<file path="config.mk">
export PLATFORM = sky130hd
export DESIGN_NAME = debug_controller
export DESIGN_NICKNAME = d
export VERILOG_FILES = /design/src/rtl/debug_controller.sv
export SDC_FILE = /design/constraint.sdc
export NUM_CORES = 1
export LEC_CHECK = 0
export BUFFER_PORTS_ARGS = -buffer_cell sky130_fd_sc_hd__buf_2
export CELL_PAD_IN_SITES_DETAIL_PLACEMENT = 1
export CELL_PAD_IN_SITES_GLOBAL_PLACEMENT = 2
export CORE_MARGIN = 3
export CORE_UTILIZATION = 32
export DETAILED_ROUTE_END_ITERATION = 6
export GPL_TIMING_DRIVEN = 1
export PLACE_DENSITY_LB_ADDON = 0.1
export SLEW_MARGIN = 20
export SYNTH_ARGS = -nofsm -noshare
export SYNTH_HDL_FRONTEND = slang
export SYNTH_SLANG_ARGS = --single-unit
</file>
<file path="constraint.sdc">
create_clock -name i_clock -period 3.2 [get_ports i_clock]
set_input_delay 0.64 -clock i_clock [delete_from_list [all_inputs] [get_ports i_clock]]
set_output_delay 0.64 -clock i_clock [all_outputs]
set_load 0.05 [all_outputs]
</file>
<file path="src/rtl/debug_controller.sv">
// UART-driven debug controller: loads instruction memory, runs or single-steps
// the datapath, then dumps PC, register file and data memory over the UART.
module debug_controller #(
  parameter int NB_DATA    = 32,
  parameter int NB_RB_ADDR = 5,
  parameter int NB_DM_ADDR = 5,
  parameter int NB_IM_ADDR = 8,
  parameter int NB_STATE   = 10
) (
  input  logic                  i_clock,
  input  logic                  i_reset,
  input  logic                  i_hlt,
  input  logic                  i_rx_done,
  input  logic [7:0]            i_rx_data,
  input  logic                  i_tx_done,
  input  logic [NB_DATA-1:0]    i_pc_value,
  input  logic [NB_DATA-1:0]    i_rb_data,
  input  logic [NB_DATA-1:0]    i_dm_data,
  output logic [7:0]            o_tx_data,
  output logic                  o_tx_start,
  output logic                  o_im_write_enable,
  output logic [NB_IM_ADDR-1:0] o_im_addr,
  output logic [7:0]            o_im_data,
  output logic [NB_RB_ADDR-1:0] o_rb_addr,
  output logic [NB_DM_ADDR-1:0] o_dm_addr,
  output logic                  o_dm_du_flag,
  output logic                  o_pipeline_enable,
  output logic [NB_STATE-1:0]   o_state
);

  // Handshakes: i_rx_done is a one-cycle pulse qualifying i_rx_data; o_tx_start is a
  // one-cycle pulse with o_tx_data held until the next start; exactly one i_tx_done
  // pulse is awaited per start, any other i_tx_done is dropped.
  typedef enum logic [9:0] {
    ST_IDLE      = 10'b0000000001,
    ST_LOAD_LEN  = 10'b0000000010,
    ST_LOAD_DATA = 10'b0000000100,
    ST_RUN       = 10'b0000001000,
    ST_STEP_IDLE = 10'b0000010000,
    ST_STEP_EXEC = 10'b0000100000,
    ST_DUMP_PC   = 10'b0001000000,
    ST_DUMP_RB   = 10'b0010000000,
    ST_DUMP_DM   = 10'b0100000000,
    ST_DUMP_END  = 10'b1000000000
  } state_t;

  typedef enum logic [1:0] {PH_ADDR, PH_CAP, PH_START, PH_WAIT} phase_t;

  localparam logic [7:0]  LAST_BYTE = 8'(NB_DATA / 8 - 1);
  localparam logic [15:0] RB_LAST   = 16'((1 << NB_RB_ADDR) - 1);
  localparam logic [15:0] DM_LAST   = 16'((1 << NB_DM_ADDR) - 1);

  state_t                state_q, state_d;
  phase_t                phase_q, phase_d;
  logic                  got_lo_q, got_lo_d;
  logic [7:0]            len_lo_q, len_lo_d;
  logic [15:0]           len_q, len_d;
  logic [15:0]           k_q, k_d;
  logic [NB_DATA-1:0]    word_q, word_d;
  logic [7:0]            byte_idx_q, byte_idx_d;
  logic [15:0]           word_idx_q, word_idx_d;
  logic                  from_run_q, from_run_d;
  logic [7:0]            tx_data_q, tx_data_d;
  logic                  tx_start_q, tx_start_d;
  logic                  im_we_q, im_we_d;
  logic [NB_IM_ADDR-1:0] im_addr_q, im_addr_d;
  logic [7:0]            im_data_q, im_data_d;
  logic [NB_RB_ADDR-1:0] rb_addr_q, rb_addr_d;
  logic [NB_DM_ADDR-1:0] dm_addr_q, dm_addr_d;
  logic                  dm_flag_q, dm_flag_d;
  logic                  pe_q, pe_d;
  logic                  im_in_range;
  logic                  last_word;

  always_comb begin
    state_d     = state_q;
    phase_d     = phase_q;
    got_lo_d    = got_lo_q;
    len_lo_d    = len_lo_q;
    len_d       = len_q;
    k_d         = k_q;
    word_d      = word_q;
    byte_idx_d  = byte_idx_q;
    word_idx_d  = word_idx_q;
    from_run_d  = from_run_q;
    tx_data_d   = tx_data_q;
    tx_start_d  = 1'b0;
    im_we_d     = 1'b0;
    im_addr_d   = im_addr_q;
    im_data_d   = im_data_q;
    rb_addr_d   = rb_addr_q;
    dm_addr_d   = dm_addr_q;
    // Bytes beyond the instruction memory are swallowed rather than wrapped.
    im_in_range = ((32'(k_q) >> NB_IM_ADDR) == 32'd0);
    last_word   = (state_q == ST_DUMP_RB) ? (word_idx_q == RB_LAST) : (word_idx_q == DM_LAST);

    unique case (state_q)
      ST_IDLE: begin
        if (i_rx_done) begin
          if (i_rx_data == 8'h4C) begin
            state_d  = ST_LOAD_LEN;
            got_lo_d = 1'b0;
          end else if (i_rx_data == 8'h43) begin
            state_d    = ST_RUN;
            from_run_d = 1'b1;
          end else if (i_rx_data == 8'h53) begin
            state_d = ST_STEP_IDLE;
          end
        end
      end
      ST_LOAD_LEN: begin
        if (i_rx_done) begin
          if (!got_lo_q) begin
            len_lo_d = i_rx_data;
            got_lo_d = 1'b1;
          end else begin
            got_lo_d = 1'b0;
            len_d    = {i_rx_data, len_lo_q};
            k_d      = 16'd0;
            state_d  = ({i_rx_data, len_lo_q} == 16'd0) ? ST_IDLE : ST_LOAD_DATA;
          end
        end
      end
      ST_LOAD_DATA: begin
        if (i_rx_done) begin
          im_addr_d = NB_IM_ADDR'(k_q);
          im_data_d = i_rx_data;
          im_we_d   = im_in_range;
          k_d       = k_q + 16'd1;
          if (k_q == len_q - 16'd1) state_d = ST_IDLE;
        end
      end
      ST_RUN: begin
        if (i_hlt) begin
          state_d    = ST_DUMP_PC;
          phase_d    = PH_ADDR;
          word_idx_d = 16'd0;
        end
      end
      ST_STEP_IDLE: begin
        if (i_rx_done) begin
          if (i_rx_data == 8'h4E) begin
            state_d    = ST_STEP_EXEC;
            from_run_d = 1'b0;
          end else if (i_rx_data == 8'h58) begin
            state_d = ST_IDLE;
          end
        end
      end
      ST_STEP_EXEC: begin
        state_d    = ST_DUMP_PC;
        phase_d    = PH_ADDR;
        word_idx_d = 16'd0;
      end
      ST_DUMP_PC, ST_DUMP_RB, ST_DUMP_DM: begin
        unique case (phase_q)
          // Address was registered last cycle; memory data lands one cycle later.
          PH_ADDR: phase_d = PH_CAP;
          PH_CAP: begin
            word_d     = (state_q == ST_DUMP_PC) ? i_pc_value :
                         (state_q == ST_DUMP_RB) ? i_rb_data : i_dm_data;
            byte_idx_d = 8'd0;
            phase_d    = PH_START;
          end
          PH_START: begin
            tx_data_d  = 8'(word_q >> {byte_idx_q, 3'b000});
            tx_start_d = 1'b1;
            phase_d    = PH_WAIT;
          end
          PH_WAIT: begin
            if (i_tx_done) begin
              if (byte_idx_q != LAST_BYTE) begin
                byte_idx_d = byte_idx_q + 8'd1;
                phase_d    = PH_START;
              end else begin
                phase_d    = PH_ADDR;
                word_idx_d = word_idx_q + 16'd1;
                if (state_q == ST_DUMP_PC) begin
                  state_d    = ST_DUMP_RB;
                  word_idx_d = 16'd0;
                  rb_addr_d  = '0;
                end else if (state_q == ST_DUMP_RB) begin
                  if (last_word) begin
                    state_d    = ST_DUMP_DM;
                    word_idx_d = 16'd0;
                    dm_addr_d  = '0;
                  end else begin
                    rb_addr_d = NB_RB_ADDR'(word_idx_q + 16'd1);
                  end
                end else begin
                  if (last_word) state_d = ST_DUMP_END;
                  else dm_addr_d = NB_DM_ADDR'(word_idx_q + 16'd1);
                end
              end
            end
          end
          default: phase_d = PH_ADDR;
        endcase
      end
      ST_DUMP_END: state_d = (from_run_q || i_hlt) ? ST_IDLE : ST_STEP_IDLE;
      default:     state_d = ST_IDLE;
    endcase

    pe_d      = (state_d == ST_RUN) || (state_d == ST_STEP_EXEC);
    dm_flag_d = (state_d == ST_DUMP_DM);
  end

  always_ff @(posedge i_clock) begin
    if (!i_reset) begin
      state_q    <= ST_IDLE;
      phase_q    <= PH_ADDR;
      got_lo_q   <= 1'b0;
      len_lo_q   <= 8'd0;
      len_q      <= 16'd0;
      k_q        <= 16'd0;
      word_q     <= '0;
      byte_idx_q <= 8'd0;
      word_idx_q <= 16'd0;
      from_run_q <= 1'b0;
      tx_data_q  <= 8'd0;
      tx_start_q <= 1'b0;
      im_we_q    <= 1'b0;
      im_addr_q  <= '0;
      im_data_q  <= 8'd0;
      rb_addr_q  <= '0;
      dm_addr_q  <= '0;
      dm_flag_q  <= 1'b0;
      pe_q       <= 1'b0;
    end else begin
      state_q    <= state_d;
      phase_q    <= phase_d;
      got_lo_q   <= got_lo_d;
      len_lo_q   <= len_lo_d;
      len_q      <= len_d;
      k_q        <= k_d;
      word_q     <= word_d;
      byte_idx_q <= byte_idx_d;
      word_idx_q <= word_idx_d;
      from_run_q <= from_run_d;
      tx_data_q  <= tx_data_d;
      tx_start_q <= tx_start_d;
      im_we_q    <= im_we_d;
      im_addr_q  <= im_addr_d;
      im_data_q  <= im_data_d;
      rb_addr_q  <= rb_addr_d;
      dm_addr_q  <= dm_addr_d;
      dm_flag_q  <= dm_flag_d;
      pe_q       <= pe_d;
    end
  end

  assign o_tx_data         = tx_data_q;
  assign o_tx_start        = tx_start_q;
  assign o_im_write_enable = im_we_q;
  assign o_im_addr         = im_addr_q;
  assign o_im_data         = im_data_q;
  assign o_rb_addr         = rb_addr_q;
  assign o_dm_addr         = dm_addr_q;
  assign o_dm_du_flag      = dm_flag_q;
  assign o_pipeline_enable = pe_q;
  assign o_state           = NB_STATE'(state_q);

endmodule

</file>
# Word level (Yosys, flattened, before mapping)
# Cells that the tools add are included.
# op_classes
n_mux	61
n_reduce_logical	27
n_shift	1
add_sub_neg	4
n_eq_ne	43
bitwise_logic	3
# op_table
cell	count
$mux W10	19
$mux W16	10
$pmux W10 S8	1
$mux W32	2
$pmux W16 S3	1
$eq A8 B7 Y1 const B	5
$add A16 B1 Y16 const B	2
$logic_not A32 Y1	1
$ne A2 B2 Y1 const B	16
$pmux W16 S2	1
$shr A32 B11 Y8	1
$mux W5	6
$eq A10 B4 Y1 const B	2
$eq A10 B6 Y1 const B	2
$eq A10 B9 Y1 const B	2
$eq A16 B16 Y1	1
$eq A16 B5 Y1 const B	1
$logic_not A16 Y1	1
$mux W8	2
$pmux W8 S2	1
$sub A16 B1 Y16 const B	1
$reduce_and A3 Y1	4
$reduce_and A4 Y1	3
$reduce_and A6 Y1	2
28 further kinds	52
# word_totals
regBits	148

# Longest topological paths before layout
# Gate-level depths: netlist (run 1).
# logic_depth
ltp_word	10
mapped_depth	10
depth_no_buf	9

# Worst setup path after synthesis (run 1)
# OpenSTA, ideal clock, no wires.
# synth_path
path_type	flip-flop to flip-flop
startpoint	register len_q[9]
endpoint	register state_q[6], in the netlist o_state[6]
slack_ns	0.487
setup_ns	0.120
path_stages_with_launch	9
required_ns	3.080
arrival_time_ns	2.593
n_path_buf	1
cell_sequence	dfxtp_1 buf_6 or4_4 or3_1 or3_1 a221oi_2 nand4_1 o31a_1 o31a_1
# synth_between
elab_chain_cells	5
# synth_lines
item	line	rtl
from (decl)	57	logic [15:0] len_q, len_d;
from (signal assigned)	234	len_q <= len_d;
$sub A16 B1 Y16	130	if (k_q == len_q - 16'd1) state_d = ST_IDLE;
$eq A16 B16 Y1	130	
$mux W10	130	
$mux W10	125	if (i_rx_done) begin
$pmux W10 S8	97	unique case (state_q)
to (signal assigned)	230	state_q <= state_d;
to (decl)	53	state_t state_q, state_d;
# Every way passes these cells.
# A chain may end at the register's enable or synchronous reset.

# Worst setup path after layout (run 1)
# layout_path
startpoint	register len_q[8]
endpoint	register state_q[6], in the netlist o_state[6]
# The elaborated chain is that of the path after synthesis.

==> metrics.md, run 1 <==
| Metric | Value |
|---|---|
| Run status | `completed` |
| Pwr dens | `426 nW/µm²` |
| Net switching share of the total power | `0.245` |
| Clock tree sinks | `148` |
| Area fraction of the dominant cell type after synthesis | `0.396` |
| Number of port buffers | `156` |
| Number of vias per cell after detailed routing | `5.13` |
| Switching power summed over all nets | `0.000960 W` |
| Avg Synthesized Cell Area | `8.13 µm²` |
| Die span in y | `159 µm` |
| Layout area overhead | `22.9%` |
| Max Clk Rate | `0.345 GHz` |
| Die boundary width | `159 µm` |
| Count of boundary I/O pins | `157` |
| Antenna Diode Count | `0` |
| Type of origin of the critical path | `flop` |
| Max cap viols | `0` |
| Yosys cell types | `59` |
| Area of the core | `22800 µm²` |
| Cts hold-fix bufs | `0` |
| Routability-driven placement congestion ratio | `0.817` |
| Fill cells | `2779` |
| Register-to-register setup slack | `0.30 ns` |
| Number of pins exceeding their max-slew limit in the final report | `0` |
| Most frequently used flop master after synthesis | `sky130_fd_sc_hd__dfxtp_1` |
| Sum of overflow across all layers after global routing | `0` |
| Number of cells upsized or downsized after cts | `0` |
| TritonRoute pass-1 iters | `4` |
| Cell leakage power | `3.85 nW` |
| Headroom to the max-slew limit | `0.497` |
| TritonCTS clock tree | `built` |
| Setup violation total in the final timing report | `0` |
| Number of enable flip-flop cells after synthesis | `0` |
| H-Tree Depth | `4` |
| Sequential element share of the synthesized area | `0.396` |
| Comb pwr share | `0.037` |
| Highest fanout seen on the critical path | `7` |
| Proportion of power drawn by the clock network | `0.493` |
| Worst Hold Class | `reg2reg` |
| RSZ-0062 raised after global routing | `false` |
| Fraction of power consumed by sequential logic | `0.470` |
| GRT Overall Usage | `0.189` |
| Final total power | `0.00392 W` |
| Root buf cell | `sky130_fd_sc_hd__clkbuf_16` |
| Async set or reset register ratio after synthesis | `0` |
| Via Count | `7104` |
| Initial Util | `0.328` |
| Minimum clock period after layout | `2.90 ns` |
| Start of the worst register-to-register path | `len_q[8]` |
| Endpoint of the worst hold path | `o_im_data[0]` |
| Share of the cycle needed by the critical path after routing | `0.905` |
| Top cells by area in the synthesized netlist | `sky130_fd_sc_hd__dfxtp_1 40%, sky130_fd_sc_hd__nor2_1 7.5%, sky130_fd_sc_hd__a21oi_1 6.0%` |
| Required time of the critical path | `3.51 ns` |
| Post-detailed-route count of antenna-violating nets | `0` |
| Yosys warning count | `0` |
| HPWL after detailed placement | `17700 µm` |
| Critical hold path startpoint | `o_im_data[0]` |
| Crit Path Category | `reg2reg` |
| Arrival time of the worst setup path | `3.21 ns` |
| Synthesized instance count | `920` |
| Remaining design rule violation count | `0` |
| Register-to-Register Path Depth | `7` |
| Cts bufs inserted | `17` |
| Final-stage net count | `1173` |
| Layout cell share with drive strength beyond 1 | `0.213` |
| Cell taking the most area after synthesis | `sky130_fd_sc_hd__dfxtp_1` |
| Clock insertion delay at the later pin of the skew report | `0.43 ns` |
| Min-Delay Path Depth | `2` |
| Syn_nets | `1033` |
| Setup crit end kind | `flop` |
| Area of the die | `25200 µm²` |
| Internal | `0.00296 W` |
| Number of buffers on the longest clock path | `2` |
| Via count of the first global-routing pass | `7377` |
| Largest net degree at the start of global routing | `66` |
| Number of rows in the core area | `55` |
| DRT Wirelength | `23700 µm` |
| Peak ir drop on the vdd network | `0.237 mV` |
| Worst Clk Skew | `0.0128 ns` |
| Slew of the pin with the lowest slew margin | `0.749 ns` |
| Antenna violations before repair | `0` |
| Number of DRC markers after the initial detailed-route iteration | `339` |
| Critical register-to-register path endpoint | `o_state[6]` |
| Number of post-CTS setup repair buffers | `0` |
| Final Hold Vio Count | `0` |
| First-pass GRT wire length | `39300 µm` |
| Average routed wire per standard cell | `17.1 µm` |
| Total negative slack for setup checks | `0 ns` |
| Post-synth design cell area | `7480 µm²` |
| Register bit count reported by yosys | `148` |
| Clock-pin slew on the worst setup and hold paths | `0.07 ns` |
## sequential cells by signal, summed over array words and instances (netlist names)
signal             count
len_lo_q               8
o_tx_data              8
k_q                   16
phase_q                2
o_im_data              8
o_im_write_enable      1
o_state               10
o_rb_addr              5
from_run_q             1
len_q                 16
word_idx_q            16
got_lo_q               1
word_q                32
o_dm_du_flag           1
o_pipeline_enable      1
o_dm_addr              5
byte_idx_q             8
o_im_addr              8
o_tx_start             1
## stage by stage
step	hold slack, ns	cells	cell area, µm²	setup slack (ns)	util
final	0.448	1386	9190	0.303	0.404
after global routing	0.468	1386	9190	0.183	0.404
after CTS	0.452	1386	9190	0.278	0.404
after detailed placement	0.444	1354	8630	0.284	0.379
after global placement	0.436	1354	8630	0.321	0.379
after floorplan	0.439	920	7480	0.487	-
## per-layer routing
layer | up-vias | part of all wire | track usage
met5 | - | 0 | 0
met4 | 0 | 0.011 | 0.0462
met3 | 18 | 0.042 | 0.0407
met2 | 128 | 0.50 | 0.332
met1 | 3409 | 0.45 | 0.237
li1 | 3549 | - | -
## Yosys cell counts (4+ instances only)
library cell	count
sky130_fd_sc_hd__or4_1	8
sky130_fd_sc_hd__buf_2	4
sky130_fd_sc_hd__a211oi_1	34
sky130_fd_sc_hd__nor2b_1	5
sky130_fd_sc_hd__nand4_1	27
sky130_fd_sc_hd__a32o_1	8
sky130_fd_sc_hd__and3_1	15
sky130_fd_sc_hd__nand3_1	22
sky130_fd_sc_hd__xnor2_1	24
sky130_fd_sc_hd__mux4_2	8
sky130_fd_sc_hd__o21ai_0	15
sky130_fd_sc_hd__a21oi_1	90
sky130_fd_sc_hd__clkbuf_1	48
sky130_fd_sc_hd__mux2i_1	45
sky130_fd_sc_hd__dfxtp_1	148
sky130_fd_sc_hd__nand2_1	99
sky130_fd_sc_hd__and2_1	4
sky130_fd_sc_hd__nor4_1	16
sky130_fd_sc_hd__xor2_1	33
sky130_fd_sc_hd__ha_1	4
sky130_fd_sc_hd__inv_1	12
sky130_fd_sc_hd__a31oi_1	4
sky130_fd_sc_hd__nand2b_1	7
sky130_fd_sc_hd__or3_1	9
sky130_fd_sc_hd__nor3_1	27
sky130_fd_sc_hd__nor2_1	149
## power groups by stage
stage                     logic (W)  registers, W  clock network [W]
after floorplan           0.0000525       0.00188                  0
after global placement     0.000146       0.00188                  0
after detailed placement   0.000147       0.00188                  0
after CTS                  0.000148       0.00184            0.00199
final                      0.000144       0.00184            0.00193
after global routing       0.000164       0.00184            0.00207
## critical path, stage by stage, from the launching register on
cell                       delay, ns
sky130_fd_sc_hd__dfxtp_1        0.37
sky130_fd_sc_hd__or4_4          0.59
sky130_fd_sc_hd__or3_1          0.33
sky130_fd_sc_hd__or3_1          0.39
sky130_fd_sc_hd__a221oi_2       0.26
sky130_fd_sc_hd__nand4_1        0.19
sky130_fd_sc_hd__o31a_1         0.36
sky130_fd_sc_hd__o31a_1         0.29
## how the worst max path moves through the flow
stage,start,end
after floorplan,len_q[9],o_state[6]
after global placement,len_q[8],o_state[6]
after detailed placement,len_q[8],o_state[6]
after CTS,len_q[8],o_state[6]
after global routing,len_q[9],o_state[6]
final,len_q[8],o_state[6]
## area by class of cell
type | instances | area [µm²] | share of cell area
Timing Repair Buffer | 177 | 976 | 0.106
Clock inverter | 13 | 113 | 0.0122
Clock buffer | 19 | 453 | 0.0493
Tap cell | 313 | 392 | 0.0426
Multi-Input combinational cell | 704 | 4250 | 0.462
Sequential cell | 148 | 2960 | 0.322
Inverter | 12 | 46.3 | 0.00504
## cells by family after synthesis
logic type / share of synthesized area
and+or+nand+nor: 0.262
AOI/OAI and AO/OA: 0.146
DFF: 0.396
buffers and inverters: 0.0360
xor gates and xnor gates: 0.0668
muxes: 0.0858
adders and majority gates: 0.00669
## layout by cell type (no fill, tap or decap), types with 16 or more instances in the layout
cell type,netlist,routed
sky130_fd_sc_hd__a211oi_1,34,34
sky130_fd_sc_hd__dfxtp_1,148,148
sky130_fd_sc_hd__nor2_1,149,149
sky130_fd_sc_hd__nor3_1,27,27
sky130_fd_sc_hd__clkbuf_16,0,17
sky130_fd_sc_hd__mux2i_1,45,45
sky130_fd_sc_hd__xor2_1,33,33
sky130_fd_sc_hd__a21oi_1,90,90
sky130_fd_sc_hd__buf_2,4,156
sky130_fd_sc_hd__nand2_1,99,99
sky130_fd_sc_hd__nand4_1,27,27
sky130_fd_sc_hd__nand3_1,22,21
sky130_fd_sc_hd__xnor2_1,24,24
sky130_fd_sc_hd__nor4_1,16,16
sky130_fd_sc_hd__buf_4,0,18
(Power assumes the default switching activity.)
==> inputs of run 2 (changes only) <==
--- a/config.mk
+++ b/config.mk
@@ -8,6 +8,7 @@
 export BUFFER_PORTS_ARGS = -buffer_cell sky130_fd_sc_hd__buf_2
 export CELL_PAD_IN_SITES_DETAIL_PLACEMENT = 1
 export CELL_PAD_IN_SITES_GLOBAL_PLACEMENT = 2
+export CORE_ASPECT_RATIO = 0.7
 export CORE_MARGIN = 3
 export CORE_UTILIZATION = 32
 export DETAILED_ROUTE_END_ITERATION = 6
==> metrics.md, run 2 (same netlist as run 1, synthesis figures left out) <==
| Metric | Value |
|---|---|
| First-pass GRT wire length | `40100 µm` |
| RSZ-0062 raised after global routing | `false` |
| Register-to-register setup slack | `0.27 ns` |
| Pwr dens | `457 nW/µm²` |
| Setup crit end kind | `flop` |
| HPWL after detailed placement | `18800 µm` |
| Final core occ | `0.408` |
| Die boundary width | `189 µm` |
| Layout area overhead | `24.3%` |
| Number of cells upsized or downsized after cts | `0` |
| Start of the worst register-to-register path | `byte_idx_q[4]` |
| Number of pins exceeding their max-slew limit in the final report | `0` |
| Total negative slack for setup checks | `0 ns` |
| TritonCTS clock tree | `built` |
| Number of buffer and inverter stages on the critical path | `0` |
| Internal | `0.00333 W` |
| Critical-path cell with the highest stage delay | `sky130_fd_sc_hd__or4_1` |
| Clock-pin slew on the worst setup and hold paths | `0.06 ns` |
| Run status | `completed` |
| Net switching share of the total power | `0.214` |
| Minimum clock period after layout | `2.93 ns` |
| Average routed wire per standard cell | `18.1 µm` |
| Largest net degree at the start of global routing | `68` |
| Switching power summed over all nets | `0.000909 W` |
| Area of all placed cells without fillers | `9290 µm²` |
| Number of port buffers | `156` |
| Clock tree sinks | `148` |
| Initial Util | `0.328` |
| Sum of overflow across all layers after global routing | `0` |
| Largest register by flop count | `word_q` |
| Area of the core | `22800 µm²` |
| DRT Wirelength | `25100 µm` |
| Final-stage net count | `1174` |
| Clock insertion delay at the later pin of the skew report | `0.43 ns` |
| Via count of the first global-routing pass | `7024` |
| Peak ir drop on the vdd network | `0.319 mV` |
| Type of origin of the critical path | `flop` |
| Worst slack after detailed placement | `0.329 ns` |
| Worst Clk Skew | `0.00903 ns` |
| Remaining design rule violation count | `0` |
| Most common library cell in the layout ignoring fill and taps | `sky130_fd_sc_hd__buf_2` |
| Count of boundary I/O pins | `157` |
| Die span in y | `134 µm` |
| Arrival time of the worst setup path | `3.24 ns` |
| Slew of the pin with the lowest slew margin | `0.739 ns` |
| Fraction of power consumed by sequential logic | `0.434` |
| Fill cells | `2804` |
| Max Clk Rate | `0.342 GHz` |
| Comb pwr share | `0.035` |
| Cts hold-fix bufs | `0` |
| Delay of the slowest cell on the worst path | `0.63 ns` |
| Layout cell share with drive strength beyond 1 | `0.213` |
| H-Tree Depth | `4` |
| Number of DRC markers after the initial detailed-route iteration | `371` |
| Endpoint of the worst hold path | `o_im_data[0]` |
| Largest register FFs | `32` |
| Worst Slack Setup Final | `0.275 ns` |
| Top routing layer used | `met5` |
| Area of the die | `25300 µm²` |
| Via Count | `7134` |
| Required time of the critical path | `3.52 ns` |
| Share of the cycle needed by the critical path after routing | `0.914` |
| Headroom to the max-slew limit | `0.504` |
| Commonest cells after routing, fill and taps aside | `156 x sky130_fd_sc_hd__buf_2, 149 x sky130_fd_sc_hd__nor2_1, 148 x sky130_fd_sc_hd__dfxtp_1, 99 x sky130_fd_sc_hd__nand2_1, 90 x sky130_fd_sc_hd__a21oi_1` |
| Placed cell area | `8630 µm²` |
| TritonRoute pass-1 iters | `4` |
| Proportion of power drawn by the clock network | `0.531` |
| Antenna violations before repair | `1` |
| Number of post-CTS setup repair buffers | `0` |
| Routability-driven placement congestion ratio | `0.817` |
| Final Hold Vio Count | `0` |
| Setup violation total in the final timing report | `0` |
| Routed wl met2 | `9720 µm` |
| Critical path, cell by cell | `or4_4 > or4_1 > nor3_1 > o21a_1 > o21ai_0 > a21oi_1 > nor2_1` |
| Worst Hold Class | `reg2reg` |
| Highest fanout seen on the critical path | `13` |
| Top cell family by delay on the critical path | `simple AND/OR/NAND/NOR gates` |
| Critical hold path startpoint | `o_im_data[0]` |
| Min-Delay Path Depth | `2` |
| Number of vias per cell after detailed routing | `5.15` |
| Critical register-to-register path endpoint | `word_idx_q[4]` |
| GRT Overall Usage | `0.200` |
| Number of rows in the core area | `46` |
| Cell leakage power | `3.90 nW` |
| Max cap viols | `0` |
| DR WL met3 | `1400 µm` |
| Cts bufs inserted | `17` |
| Metal1 wirelength | `13900 µm` |
| Antenna Diode Count | `0` |
| Post-detailed-route count of antenna-violating nets | `0` |
| Root buf cell | `sky130_fd_sc_hd__clkbuf_16` |
| Register-to-Register Path Depth | `7` |
| Crit Path Category | `reg2reg` |
| Number of buffers on the longest clock path | `2` |
run 2: power groups by stage:
stage                     clock network, W  logic [W]  registers, W
after floorplan                          0  0.0000525       0.00188
after global placement                   0   0.000147       0.00188
after detailed placement                 0   0.000149       0.00188
after CTS                          0.00231   0.000149       0.00184
after global routing               0.00239   0.000165       0.00184
final                              0.00225   0.000148       0.00184
run 2: through the flow:
| stage | hold WS, ns | total power [W] | instances |
|---|---|---|---|
| floorplan | 0.439 | 0.00194 | 920 |
| global placement | 0.439 | 0.00203 | 1354 |
| detailed placement | 0.441 | 0.00203 | 1354 |
| CTS | 0.449 | 0.00430 | 1386 |
| global route | 0.471 | 0.00439 | 1386 |
| finish | 0.445 | 0.00424 | 1386 |
run 2: final cells by class:
type,instances,area (µm²),share of cell area
Clock buffer,20,457,0.0491
Clock inverter,12,203,0.0218
Inverter,12,46.3,0.00498
Multi-Input combinational cell,704,4250,0.457
Sequential cell,148,2960,0.319
Tap cell,312,390,0.0420
Timing Repair Buffer,178,983,0.106
run 2: worst max path at each step:
stage / to / start / depth (start not counted) / slack, ns
3_3_place_gp: o_state[6] / len_q[8] / 7 / 0.40
6_report: word_idx_q[4] / byte_idx_q[4] / 7 / 0.27
4_1_cts: o_state[6] / len_q[8] / 7 / 0.32
3_5_place_dp: o_state[6] / len_q[8] / 7 / 0.33
2_1_floorplan: o_state[6] / len_q[9] / 8 / 0.49
5_1_grt: word_idx_q[4] / byte_idx_q[4] / 7 / 0.17
run 2: tightest hold or removal path: stages (launching register included):
cell and delay [ns]:
sky130_fd_sc_hd__dfxtp_1 0.30, sky130_fd_sc_hd__nand2_1 0.05, sky130_fd_sc_hd__a21oi_1 0.05
run 2: per-layer routing:
layer,vias to the layer above,track usage
met1,3412,0.314
met2,147,0.272
met5,-,0
met3,13,0.0551
met4,2,0.0306
li1,3560,-
==> inputs of run 3 (changes only) <==
--- a/config.mk
+++ b/config.mk
@@ -13,7 +13,7 @@
 export CORE_UTILIZATION = 32
 export DETAILED_ROUTE_END_ITERATION = 6
 export GPL_TIMING_DRIVEN = 1
-export PLACE_DENSITY_LB_ADDON = 0.1
+export PLACE_DENSITY_LB_ADDON = 0.25
 export SLEW_MARGIN = 20
 export SYNTH_ARGS = -nofsm -noshare
 export SYNTH_HDL_FRONTEND = slang
==> metrics.md, run 3 (same netlist as run 1, synthesis figures left out) <==
| Metric | Value |
|---|---|
| Run status | `completed` |
| Antenna Diode Count | `0` |
| Max cap viols | `0` |
| Arrival time of the worst setup path | `3.23 ns` |
| Share of the cycle needed by the critical path after routing | `0.913` |
| DRT Wirelength | `24600 µm` |
| Max Clk Rate | `0.342 GHz` |
| Die boundary width | `189 µm` |
| HPWL after detailed placement | `18700 µm` |
| Most common library cell in the layout ignoring fill and taps | `sky130_fd_sc_hd__buf_2` |
| Dominant cell type by count on the critical path | `sky130_fd_sc_hd__o31a_1` |
| Delay of the slowest cell on the worst path | `0.45 ns` |
| Total negative slack for setup checks | `0 ns` |
| Initial Util | `0.328` |
| Cell leakage power | `3.85 nW` |
| Final-stage net count | `1173` |
| Critical hold path startpoint | `o_im_data[4]` |
| Worst Slack Setup Final | `0.278 ns` |
| Number of post-CTS setup repair buffers | `0` |
| Pwr dens | `429 nW/µm²` |
| Peak ir drop on the vdd network | `0.314 mV` |
| Die span in y | `134 µm` |
| Setup violation total in the final timing report | `0` |
| Min-Delay Path Depth | `2` |
| Worst Hold Class | `reg2reg` |
| First-pass GRT wire length | `39200 µm` |
| Number of DRC markers after the initial detailed-route iteration | `522` |
| Cts hold-fix bufs | `0` |
| Cts bufs inserted | `17` |
| Critical path, cell by cell | `inv_1 > ha_1 > nor2b_1 > nand3b_1 > or3_1 > a221oi_2 > nand4_1 > o31a_1 > o31a_1` |
| Number of buffer and inverter stages on the critical path | `1` |
| Fill cells | `2824` |
| TritonRoute pass-1 iters | `5` |
| Headroom to the max-slew limit | `0.415` |
| Via count of the first global-routing pass | `6958` |
| Routability-driven placement congestion ratio | `0.866` |
| Type of origin of the critical path | `flop` |
| Critical register-to-register path endpoint | `o_state[6]` |
| Root buf cell | `sky130_fd_sc_hd__clkbuf_16` |
| Top cell family by delay on the critical path | `simple AND/OR/NAND/NOR gates` |
| Via Count | `7149` |
| Number of port buffers | `156` |
| Start of the worst register-to-register path | `len_q[0]` |
| Minimum clock period after layout | `2.92 ns` |
| Largest register FFs | `32` |
| Largest net degree at the start of global routing | `75` |
| Number of rows in the core area | `46` |
| Slew of the pin with the lowest slew margin | `0.874 ns` |
| Largest register by flop count | `word_q` |
| Remaining design rule violation count | `0` |
| Critical-path cell with the highest stage delay | `sky130_fd_sc_hd__or3_1` |
| Post-detailed-route count of antenna-violating nets | `0` |
| Layout area overhead | `22.7%` |
| Area of the core | `22800 µm²` |
| Register-to-register setup slack | `0.28 ns` |
| Final Hold Vio Count | `0` |
| Endpoint of the worst hold path | `o_im_data[4]` |
| Setup crit end kind | `flop` |
| Final total power | `0.00393 W` |
| Commonest cells after routing, fill and taps aside | `156 x sky130_fd_sc_hd__buf_2, 149 x sky130_fd_sc_hd__nor2_1, 148 x sky130_fd_sc_hd__dfxtp_1, 99 x sky130_fd_sc_hd__nand2_1, 90 x sky130_fd_sc_hd__a21oi_1` |
| Worst Clk Skew | `0.0153 ns` |
| Area of the die | `25300 µm²` |
| Worst slack after detailed placement | `0.364 ns` |
| Number of cells upsized or downsized after cts | `0` |
| Average routed wire per standard cell | `17.8 µm` |
| Number of vias per cell after detailed routing | `5.16` |
| Clock-pin slew on the worst setup and hold paths | `0.07 ns` |
| RSZ-0062 raised after global routing | `false` |
| Highest fanout seen on the critical path | `6` |
| Antenna violations before repair | `2` |
| Crit Path Category | `reg2reg` |
| Register-to-Register Path Depth | `9` |
| Layout cell share with drive strength beyond 1 | `0.213` |
| Required time of the critical path | `3.51 ns` |
| Number of pins exceeding their max-slew limit in the final report | `0` |
| Sum of overflow across all layers after global routing | `0` |
| TritonCTS clock tree | `built` |
| Count of boundary I/O pins | `157` |
| Number of buffers on the longest clock path | `2` |
| H-Tree Depth | `4` |
| GRT Overall Usage | `0.195` |
| Clock insertion delay at the later pin of the skew report | `0.43 ns` |
| Clock tree sinks | `148` |
## run 3: cell count changes in the layout (fill, tap and decap cells not counted), sizes merged
cell / before / now
buf: 178 / 177
clkinv: 7 / 3
bufinv: 5 / 0
inv: 11 / 23
clkbuf: 20 / 17
## run 3: stage by stage
stage / hold slack, ns / util / instances / cell area, µm²
global placement: 0.436 / 0.378 / 1353 / 8610
floorplan: 0.439 / - / 920 / 7480
finish: 0.450 / 0.403 / 1385 / 9170
global route: 0.477 / 0.403 / 1385 / 9170
CTS: 0.454 / 0.403 / 1385 / 9170
detailed placement: 0.444 / 0.378 / 1353 / 8610
## run 3: layout make-up
type	count	area [µm²]	share of cell area
Multi-Input combinational cell	704	4250	0.463
Sequential cell	148	2960	0.323
Timing Repair Buffer	177	963	0.105
Clock buffer	17	425	0.0464
Tap cell	312	390	0.0426
Clock inverter	15	134	0.0146
Inverter	12	46.3	0.00505
## run 3: power breakdown
group	switching (W)	leakage, nW	internal (W)
clock network	0.000913	0.277	0.00103
registers	0.000000543	1.19	0.00184
logic	0.0000834	2.38	0.0000639
## run 3: worst max-delay path by stage
stage	startpoint	end	slack, ns	cells past startpoint
floorplan	len_q[9]	o_state[6]	0.49	8
global placement	len_q[8]	o_state[6]	0.40	7
detailed placement	len_q[8]	o_state[6]	0.36	7
CTS	len_q[8]	o_state[6]	0.31	7
global route	len_q[0]	o_pipeline_enable	0.14	9
finish	len_q[0]	o_state[6]	0.28	9
## run 3: tightest hold or removal path, stage by stage (launching register included)
cell and delay (ns):
sky130_fd_sc_hd__dfxtp_1 0.31, sky130_fd_sc_hd__nand2_1 0.05, sky130_fd_sc_hd__a21oi_1 0.05
## run 3: routing by layer
metal	track usage	routed length (µm)	vias to the layer above
li1	-	-	3568
met1	0.304	13000	3395
met2	0.273	10000	168
met3	0.0452	1370	14
met4	0.0368	187	4
met5	0	37	-
